--- config.mk ---
export PLATFORM = sky130hd
export DESIGN_NAME = irq_pending_arbiter
export DESIGN_NICKNAME = d
export VERILOG_FILES = /design/src/rtl/irq_pkg.sv /design/src/rtl/rr_pick.sv /design/src/rtl/irq_pending_arbiter.sv
export SDC_FILE = /design/constraint.sdc
export NUM_CORES = 1
export LEC_CHECK = 0
export CAP_MARGIN = 20
export CELL_PAD_IN_SITES_DETAIL_PLACEMENT = 1
export CELL_PAD_IN_SITES_GLOBAL_PLACEMENT = 1
export CORE_MARGIN = 4
export CORE_UTILIZATION = 48
export CTS_CLUSTER_SIZE = 12
export DETAILED_ROUTE_END_ITERATION = 7
export PLACE_DENSITY = 0.87
export SYNTH_ARGS = -nofsm -noshare
export SYNTH_HDL_FRONTEND = slang
export SYNTH_SLANG_ARGS = --single-unit
export TNS_END_PERCENT = 100
--- constraint.sdc ---
create_clock -name clk -period 12.5 [get_ports clk]
set_input_delay 2.5 -clock clk [delete_from_list [all_inputs] [get_ports clk]]
set_output_delay 2.5 -clock clk [all_outputs]
set_load 0.02 [all_outputs]
--- src/rtl/irq_pkg.sv ---
// irq_pkg: shared constants and types for the interrupt pending/arbitration front end.
//   IRQ_N       number of request lines (matches the downstream 16-to-4 encoder)
//   IRQ_IDX_W   width of a line index / round-robin pointer
//   irq_state_t arbiter FSM state
package irq_pkg;

    localparam int unsigned IRQ_N     = 16;
    localparam int unsigned IRQ_IDX_W = 4;

    typedef enum logic [0:0] {
        IDLE,
        GRANT
    } irq_state_t;

endpackage

--- src/rtl/rr_pick.sv ---
// rr_pick: combinational round-robin selector.
//   req      in   IRQ_N      candidate request vector
//   ptr      in   IRQ_IDX_W  search start position (highest priority)
//   pick     out  IRQ_N      one-hot first set bit of req at or after ptr (wrapping); 0 if none
//   pick_idx out  IRQ_IDX_W  index of pick (0 when req is empty)
module rr_pick
    import irq_pkg::*;
(
    input  logic [IRQ_N-1:0]     req,
    input  logic [IRQ_IDX_W-1:0] ptr,
    output logic [IRQ_N-1:0]     pick,
    output logic [IRQ_IDX_W-1:0] pick_idx
);

    logic                 found;
    logic [IRQ_IDX_W-1:0] pos;

    always_comb begin
        found    = 1'b0;
        pick     = '0;
        pick_idx = '0;
        pos      = '0;
        for (int i = 0; i < IRQ_N; i++) begin
            // Index arithmetic wraps naturally at IRQ_IDX_W bits.
            pos = ptr + IRQ_IDX_W'(i);
            if (!found && req[pos]) begin
                found     = 1'b1;
                pick[pos] = 1'b1;
                pick_idx  = pos;
            end
        end
    end

endmodule

--- src/rtl/irq_pending_arbiter.sv ---
// irq_pending_arbiter: rising-edge interrupt latch with masked round-robin one-hot grant.
//   clk      in   1      clock, all state on rising edge
//   rst      in   1      synchronous active-high reset
//   irq_in   in   N      synchronous request lines; each 0->1 transition is one event
//   mask     in   N      1 = line masked (still latches pending, never granted)
//   ack      in   1      consumer acknowledge, honoured only while valid
//   grant    out  N      registered one-hot grant, zero when valid is low
//   valid    out  1      grant holds a live request
//   pending  out  N      pending event register
module irq_pending_arbiter
    import irq_pkg::*;
#(
    parameter int unsigned N     = IRQ_N,
    parameter int unsigned IDX_W = IRQ_IDX_W
) (
    input  logic             clk,
    input  logic             rst,
    input  logic [N-1:0]     irq_in,
    input  logic [N-1:0]     mask,
    input  logic             ack,
    output logic [N-1:0]     grant,
    output logic             valid,
    output logic [N-1:0]     pending
);

    irq_state_t state_q, state_d;

    logic [N-1:0]     irq_q;
    logic [N-1:0]     pending_q, pending_d;
    logic [N-1:0]     grant_q, grant_d;
    logic [IDX_W-1:0] grant_idx_q, grant_idx_d;
    logic [IDX_W-1:0] ptr_q, ptr_d;

    logic [N-1:0]     rise;
    logic [N-1:0]     clr;
    logic [N-1:0]     cand;
    logic [N-1:0]     pick;
    logic [IDX_W-1:0] pick_idx;

    assign rise = irq_in & ~irq_q;
    // Candidates come from registered pending only, so a new edge needs one more
    // cycle before it can be granted and no input reaches the outputs combinationally.
    assign cand = pending_q & ~mask;

    rr_pick u_rr_pick (
        .req      (cand),
        .ptr      (ptr_q),
        .pick     (pick),
        .pick_idx (pick_idx)
    );

    always_comb begin
        state_d     = state_q;
        grant_d     = grant_q;
        grant_idx_d = grant_idx_q;
        ptr_d       = ptr_q;
        clr         = '0;
        unique case (state_q)
            IDLE: begin
                grant_d = '0;
                if (cand != '0) begin
                    grant_d     = pick;
                    grant_idx_d = pick_idx;
                    state_d     = GRANT;
                end
            end
            GRANT: begin
                if (ack) begin
                    clr     = grant_q;
                    ptr_d   = grant_idx_q + IDX_W'(1);
                    grant_d = '0;
                    state_d = IDLE;
                end
            end
            default: begin
                grant_d = '0;
                state_d = IDLE;
            end
        endcase
        // Rise is OR-ed in after the clear so a coincident new edge is never lost.
        pending_d = (pending_q & ~clr) | rise;
    end

    always_ff @(posedge clk) begin
        if (rst) begin
            state_q     <= IDLE;
            irq_q       <= '0;
            pending_q   <= '0;
            grant_q     <= '0;
            grant_idx_q <= '0;
            ptr_q       <= '0;
        end else begin
            state_q     <= state_d;
            irq_q       <= irq_in;
            pending_q   <= pending_d;
            grant_q     <= grant_d;
            grant_idx_q <= grant_idx_d;
            ptr_q       <= ptr_d;
        end
    end

    assign grant   = grant_q;
    assign valid   = (state_q == GRANT);
    assign pending = pending_q;

endmodule

After elaboration in Yosys (flattened, before gate mapping)
Cells that the tools add are included.

storage, ports and cells
  register bits after elaboration = 57
  input port bits = 35
  memories kept = 0
  latch bits = 0
  output and inout port bits = 33
  bits in writable memories = 0
  ROM bits = 0

cells by class
  multipliers = 0
  divide/modulo/power cells = 0
  bitwise gates (word level) = 23
  muxes and demuxes = 119
  equal/unequal tests = 1
  add/subtract/negate cells = 16
  magnitude comparators = 32
  reduce and logical (&&, ||, !) cells = 49
  shift-type cells = 0

operator list
  cell                                                                                 number
  16-bit 2-to-1 mux                                                                    20
  16-bit OR                                                                            16
  4-bit by 5-bit < comparator with 1-bit output, second input constant                 16
  1-bit binary-select mux with 4-bit select                                            16
  1-bit demux with 4-bit select                                                        16
  4-bit by 1-bit greater-or-equal comparator with 1-bit output, second input constant  16
  4-bit 2-to-1 mux                                                                     16
  1-bit 2-to-1 mux                                                                     49
  16-bit bitwise AND                                                                   3
  16-bit NOT                                                                           3
  4-bit adder, second input constant                                                   8
  16-bit one-hot mux with 2 select lines                                               1
  1-bit logical AND                                                                    31
  4-bit by 3-bit adder with 4-bit output, second input constant                        4
  16-bit nonzero test                                                                  1
  1-bit zero test                                                                      15
  4-bit by 1-bit adder with 4-bit output, second input constant                        2
  4-bit by 2-bit adder with 4-bit output, second input constant                        2
  2-bit AND reduction                                                                  2
  2-bit != test, second input constant                                                 1
  1-bit one-hot mux with 2 select lines                                                1
  1-bit NOT                                                                            1

Depth between registers and ports, before layout
Gate-level depths: netlist (run 1).

  depth after elaboration = 52
  mapped depth = 18

Hierarchy
Synthesis (run 1) repeated with hierarchy kept, for this count alone.

second synthesis, totals
  cells, all modules = 875
  area, all modules = 6583.8 um2

by module, submodules not included
  module               cells an instance  area an instance (um2)  times used
  rr_pick              627                4367.9                  1
  irq_pending_arbiter  248                2215.9                  1

Worst setup path after synthesis (run 1)
No wires, ideal clock.

  path type = in2reg
  start = input port mask[1]
  end = register grant_q[15] (netlist: grant[15])
  data required time = 12356 ps
  path slack = 7147 ps
  arrival time = 5209 ps
  buffers on the path = 1
  stages on the path = 11
  path through = nand2b_1 mux4_2 mux2_2 mux2i_1 a21o_2 buf_4 nor2_1 a221oi_1 o221ai_1 a2111oi_0 a311oi_1

between the ends
  longest elaborated chain between the ends = 52
  elaborated cells between the ends (all ways) = 113
  classes of those cells = mux (65); bitwise (17); reduce/logical (31)

ends and longest elaborated chain
  element                                     RTL line                   RTL
  start: declaration                          irq_pending_arbiter.sv:19  input logic [N-1:0] mask,
  16-bit NOT (*)                              irq_pending_arbiter.sv:43  assign cand = pending_q & ~mask;
  16-bit bitwise AND (*)                      irq_pending_arbiter.sv:43
  1-bit binary-select mux with 4-bit select   rr_pick.sv:26              if (!found && req[pos]) begin
  1-bit 2-to-1 mux (not written as such)      rr_pick.sv:26
  1-bit 2-to-1 mux                            rr_pick.sv:26
  1-bit zero test                             rr_pick.sv:26
  1-bit logical AND                           rr_pick.sv:26
  1-bit 2-to-1 mux                            rr_pick.sv:26
  [... 36 more ...]                           -
  1-bit zero test                             rr_pick.sv:26
  1-bit logical AND                           rr_pick.sv:26
  1-bit 2-to-1 mux                            rr_pick.sv:26
  1-bit zero test                             rr_pick.sv:26
  1-bit logical AND                           rr_pick.sv:26
  16-bit 2-to-1 mux                           rr_pick.sv:26
  16-bit 2-to-1 mux (*)                       irq_pending_arbiter.sv:61  if (cand != '0) begin
  16-bit one-hot mux with 2 select lines (*)  irq_pending_arbiter.sv:58  unique case (state_q)
  end signal: assignment                      irq_pending_arbiter.sv:96  grant_q <= grant_d;
  end: declaration                            irq_pending_arbiter.sv:30  logic [N-1:0] grant_q, grant_d;

Every way passes the cells marked *; elsewhere a longest branch is shown, timed or not. The select of a mux whose other input is x is not followed.
A chain may end at the register's enable or synchronous reset.

Worst setup path after layout (run 1)
  start = input port mask[13]
  end = register grant_q[3] (netlist: grant[3])

The elaborated chain is that of the path after synthesis.

==> results of run 1 <==
state kept, by name, summed over array words and instances (netlist names):
signal,count
grant_idx_q,4
ptr_q,4
valid,1
grant,16
pending,16
irq_q,16
layout make-up:
type | instances | share of cell area
multi-input combinational | 757 | 0.684
sequential | 57 | 0.142
timing repair buffer | 92 | 0.105
tap | 184 | 0.0285
clock buffer | 9 | 0.0279
clock inverter | 6 | 0.00744
inverter | 11 | 0.00543
kinds of logic after synthesis:
| family | count (synthesis) | share of synthesized area |
|---|---|---|
| AO/OA/AOI/OAI | 264 | 0.273 |
| XOR/XNOR | 16 | 0.0300 |
| adder cells (fa/ha/maj) | 14 | 0.0249 |
| buffers and inverters | 85 | 0.0559 |
| flip-flops | 57 | 0.162 |
| multiplexers | 69 | 0.155 |
| AND/OR/NAND/NOR | 394 | 0.299 |
path summary, 6_finish.rpt:
check | from | endpoint | slack, ps | cells past startpoint
setup / recovery | mask[13] | grant[3]$_SDFFE_PP0P_ | 5470 | 11
hold / removal | irq_q[9]$_SDFF_PP0_ | pending[9]$_SDFF_PP0_ | 550 | 3
setup reg to reg | ptr_q[0]$_SDFFE_PP0P_ | grant[11]$_SDFFE_PP0P_ | 6140 | 15
hold reg to reg | irq_q[9]$_SDFF_PP0_ | pending[9]$_SDFF_PP0_ | 550 | 3
layer usage:
metal | global-route usage | share of wire
met5 | 0 | 0.00036
met1 | 0.557 | 0.37
met4 | 0.182 | 0.053
met2 | 0.623 | 0.42
met3 | 0.161 | 0.16
layout by cell type, fill, tap and decap left out, types with 8 or more instances in the layout:
master	netlist	layout
nor2b_1	56	54
ha_1	14	14
clkdlybuf4s50_1	0	66
mux4_2	30	30
nand3_1	28	28
nor4_1	11	11
o21ai_0	27	27
nand2_1	105	105
nor2_1	68	68
nor3_1	19	19
a311oi_1	15	15
o211ai_1	13	13
mux2i_1	32	32
a31oi_1	13	13
clkbuf_16	0	9
buf_4	2	23
nand4_1	16	16
a32oi_1	12	12
o22ai_1	8	8
dfxtp_1	57	56
nand2b_1	24	24
and3_1	10	10
inv_1	8	8
a211oi_1	15	15
a21oi_1	48	48
a22oi_1	10	10
a221oi_1	18	18
o221ai_1	11	11
and2_1	15	15
worst max-delay path: cells and delay by family:
family	cells	cell delay, ps
simple gates	5	2050
mux	3	1460
compound gates	2	800
buf+inv	1	420
power by group:
part / internal, W / switching [W]
combinational: 0.000198 / 0.000426
sequential: 0.000199 / 0.0000252
clock: 0.000152 / 0.0000898
total: 0.000549 / 0.000541
per-stage QoR:
stage                     hold WS, ps  total power (W)  instances   util
after floorplan                   467         0.000609        899      -
after global placement            496         0.000797       1098  0.536
after detailed placement          534         0.000804       1098  0.536
after CTS                         551          0.00105       1113  0.556
after global routing              581          0.00112       1116  0.557
final                             550          0.00109       1116  0.557
==> run metrics, run 1 <==
sequential cell area 1140 µm²; status finished, violations left; CP Max Fanout 7; crit path cell chain clkdlybuf4s50_1 -> nor2b_1 -> mux2i_1 -> mux4_2 -> mux2i_1 -> nor4b_2 -> and3_1 -> nand2_1 -> o211ai_1 -> nand2_1 -> a311oi_1; hold_buf cts 0; DRT Wirelength 35800 µm; area delta synth->final 14.5%; Tightest Pin Transition 1140 ps; top post-synthesis cells by area dfxtp_1, mux4_2, nand2_1; Worst-Skew Late Latency 340 ps; Final Max Slew Viols 0; Max IR drop VDD 113 µV; Initial Utilization 0.487; Clock Skew 5.31 ps; post-CTS setup buffer count 0; failing checks design-rule violations; die area 16700 µm²; Sum Neg Setup Slack 0 ps; total CTS buffers 9; DR pass1 iterations 8; Clock Path Buffers 2; DRT iter0 DRCs 1714; CORE AREA 14500 µm²; total track usage 0.424; asr flop ratio synth 0; synth cell count leaders nand2_1, nor2_1, dfxtp_1; Hold Vio Cnt, Final 0; HPWL after DPL 25400 µm; mapped cell area 7050 µm²; Antenna diodes 0; nets 977; DRC violations left 1; drt wl/cell 32.1 µm; WS Path Type input port to flip-flop; Cells after Synth 899; gr ovfl total 0; sequential share of the synthesized area 0.162; Cell Area, Placed 7760 µm²; Final setup viols 0; Post-CTS Resized 0; vias in the first global route 8497; Synth cell types 90; slack of the critical path 5470 ps; register bit total from synthesis 57; Max-Cap Viols 0; RePlAce Congestion 1.08; Synth Net Count 948; pwr dens 135 nW/µm²; port bufs 67; RSZ-0062 raised after global routing no; Avg Cell Area, Syn 7.84 µm²; cell row count 44; minimum clock period 7030 ps; first-pass GRT wire length 53600 µm; antenna-violating nets left 0; # clock sinks 57; cell taking the most area after synthesis dfxtp_1; H-tree depth 3; Lkg Pwr 2.72 nW; Fillers 1749; CTS Root Cell clkbuf_16; Max Clock Freq 0.142 GHz; Vias per Instance 7.86; ys flop type dfxtp_1; YS warnings 0; Min-Delay Path Class flip-flop to flip-flop; share of the synthesized area in the top cell type 0.162; initial antenna violation count 1; total number of vias 8772; Startpoint Class input port; slew margin rel. 0.221; crit share post-route 0.562; pre-CTS setup slack 5600 ps; io pins 68; Finished Cell Area 8070 µm²; Post-synth EDFFs 0; area occupied by multi-input gates 5520 µm²; share of post-route cells with drive strength above 1 0.120; CTS tree built; largest net degree at the start of global routing 58; Crit-path slowest cell nor4b_2; Die Wd 129 µm; WP data arrival 7260 ps; Worst-path clk slew 50 ps; DIE HEIGHT 129 µm; worst path required time 12730 ps; Largest stage delay, worst path 770 ps; top-count cell post-synth nand2_1; Setup crit end kind flip-flop
No activity file was read; power rests on OpenSTA's default activity.
==> run 2: changes to the inputs <==
- CORE_UTILIZATION: 48 -> 44
- PLACE_DENSITY: 0.87 -> 0.81
- clock period: 12.5 -> 6.95 ns (I/O delays scaled with it)
==> run 2 against run 1 <==
Compared with the run above:
- the flow now finishes without violations
- worst hold slack worse by 41 ps
- worst setup slack worse by 4500 ps
- critical path depth stayed put
- clock skew is 4.6 ps higher
- first-iteration DRC count is 19% lower
- sequential cell count stayed put
- cell count is 3.4% higher
- sequential share of layout area is 0.16 points lower
- combinational power is 79% higher
- critical endpoint unchanged
==> run metrics, run 2 (synthesis gave the netlist of run 1 again) <==
DR pass1 iterations 6 (-2); Sum Neg Setup Slack 0 ps (unchanged); Finished Cell Area 8160 µm² (+1.1%); gr ovfl total 0 (unchanged); Tightest Pin Transition 1210 ps (+68.9 ps); r2r setup slk 1120 ps (-5020 ps); CTS Root Cell clkbuf_16; total number of vias 8411 (-4.1%); Worst-path clk slew 50 ps (about the same); Antenna diodes 0 (unchanged); Cell Area, Placed 7870 µm² (+1.3%); DRC violations left 0 (-1); CTS tree built; first-pass GRT wire length 53500 µm (-0.23%); DRT Wirelength 35800 µm (about the same); Max-Cap Viols 0 (unchanged); crit share post-route 0.865; antenna-violating nets left 0 (unchanged); vias in the first global route 8336 (-1.9%); die area 18100 µm² (+8.5%); minimum clock period 6010 ps; DIE HEIGHT 135 µm (+4.2%); Min-Delay Path Class flip-flop to flip-flop; area occupied by multi-input gates 5520 µm² (about the same); Overall Power 0.00197 W (+80%); port bufs 67 (unchanged); HPWL after DPL 26500 µm (+4.4%); Crit path top cell by count mux2i_1; Final setup viols 0 (unchanged); worst r2r src ptr_q[1]$_SDFFE_PP0P_; Worst-Skew Late Latency 320 ps (-20 ps); slew margin rel. 0.187 (-0.0337); cell row count 46 (+4.5%); Crit-path slowest cell a2111oi_0; path depth of the worst reg2reg path 11 (-4); worst path required time 7090 ps (-5640 ps); Vias per Instance 7.29 (-7.3%); H-tree depth 3 (unchanged); Post-CTS Resized 0 (unchanged); io pins 68 (unchanged); WS Path Type input port to flip-flop; RR Endpoint grant[3]$_SDFFE_PP0P_; Clock Skew 9.95 ps (+4.64 ps); WP data arrival 6160 ps (-1100 ps); met3 WL 5020 µm (-10%); most common cell after layout, fill and taps aside nand2_1; drt wl/cell 31.0 µm (-3.2%); Final Max Slew Viols 0 (unchanged); Hold Vio Cnt, Final 0 (unchanged); share of post-route cells with drive strength above 1 0.126 (+0.00563); DRT iter0 DRCs 1394 (-19%); Largest stage delay, worst path 910 ps (+140 ps); post-CTS setup buffer count 0 (unchanged); Lkg Pwr 2.74 nW (+0.93%); met2 wire length 14800 µm (-0.68%); pwr dens 241 nW/µm² (+78%); initial antenna violation count 0 (-1); # clock sinks 57 (unchanged); crit path from mask[12]; area delta synth->final 15.8%; crit path cell chain clkdlybuf4s50_1 -> nor2b_1 -> mux2i_1 -> mux4_2 -> mux2i_1 -> nor4_1 -> and4_1 -> nand2b_1 -> nor2_1 -> a2111oi_0 -> a311oi_1; RePlAce Congestion 1.05 (-2.9%); fin util 0.518 (-0.0398); Setup crit end kind flip-flop; Clock Path Buffers 2 (unchanged); nets 982 (+0.51%); total CTS buffers 9 (unchanged); Initial Utilization 0.447 (-0.0399); Max Clock Freq 0.166 GHz; sequential cell area 1140 µm² (unchanged); DR top layer met4; commonest non-fill, non-tap cells in the layout nand2_1, nor2_1, clkdlybuf4s50_1, dfxtp_1, nor2b_1; CP Max Fanout 12 (+5); Startpoint Class input port; RSZ-0062 raised after global routing no; hold_buf cts 0 (unchanged); status finished clean; largest net degree at the start of global routing 58 (unchanged); Hold WS 510 ps (-40.5 ps); Metal-1 WL 14400 µm (+8.2%); worst setup path end grant[3]$_SDFFE_PP0P_; CP delay by family, top simple AND/OR/NAND/NOR gates; Die Wd 135 µm (+4.2%); Fillers 1950 (+11%); WP depth 11 (unchanged); Max IR drop VDD 216 µV (+92%); total track usage 0.391 (-0.0331); CORE AREA 15800 µm² (+8.9%); Worst Path Buf+Inv 1 (unchanged)
run 2: metrics by stage:
step / worst slack, ps / cells
after floorplan: 2710 / 899
after global placement: 1130 / 1137
after detailed placement: 1090 / 1138
after CTS: 1350 / 1154
after global routing: 882 / 1154
final: 935 / 1154
run 2: routing by layer:
layer	up-vias	GRT usage
met2	626	0.556
met5	-	0
met4	0	0.159
met3	129	0.156
met1	4114	0.528
li1	3542	-
run 2: where the power goes:
group | leakage, nW | switching, W | internal (W)
logic | 2.13 | 0.000756 | 0.000363
registers | 0.471 | 0.0000492 | 0.000358
clock network | 0.142 | 0.000155 | 0.000286
total | 2.74 | 0.000959 | 0.00101
run 2: cell type report:
| class | instances | area share |
|---|---|---|
| clock buffer | 11 | 0.0297 |
| clock inverter | 5 | 0.00674 |
| inverter | 11 | 0.00536 |
| multi-input combinational | 757 | 0.676 |
| sequential | 57 | 0.140 |
| tap | 216 | 0.0331 |
| timing repair buffer | 97 | 0.109 |
run 2: worst min path at each step:
stage	startpoint	slack [ps]	depth (start not counted)	endpoint
3_5_place_dp	grant_idx_q[0]$_SDFFE_PP0P_	490	2	grant_idx_q[0]$_SDFFE_PP0P_
2_1_floorplan	grant_idx_q[0]$_SDFFE_PP0P_	470	2	grant_idx_q[0]$_SDFFE_PP0P_
5_1_grt	grant_idx_q[0]$_SDFFE_PP0P_	530	2	grant_idx_q[0]$_SDFFE_PP0P_
4_1_cts	grant_idx_q[0]$_SDFFE_PP0P_	510	2	grant_idx_q[0]$_SDFFE_PP0P_
6_report	grant_idx_q[0]$_SDFFE_PP0P_	510	2	grant_idx_q[0]$_SDFFE_PP0P_
3_3_place_gp	grant_idx_q[0]$_SDFFE_PP0P_	490	2	grant_idx_q[0]$_SDFFE_PP0P_
run 2: worst reg2reg max path, stage by stage, from the launching register on:
cell and delay [ps]:
dfxtp_1 770, inv_1 150, buf_4 250, ha_1 640, inv_2 220, mux4_2 530, mux2i_1 670, a21oi_1 270
nand2_1 620, o221ai_1 250, a2111oi_0 1030, a311oi_1 260
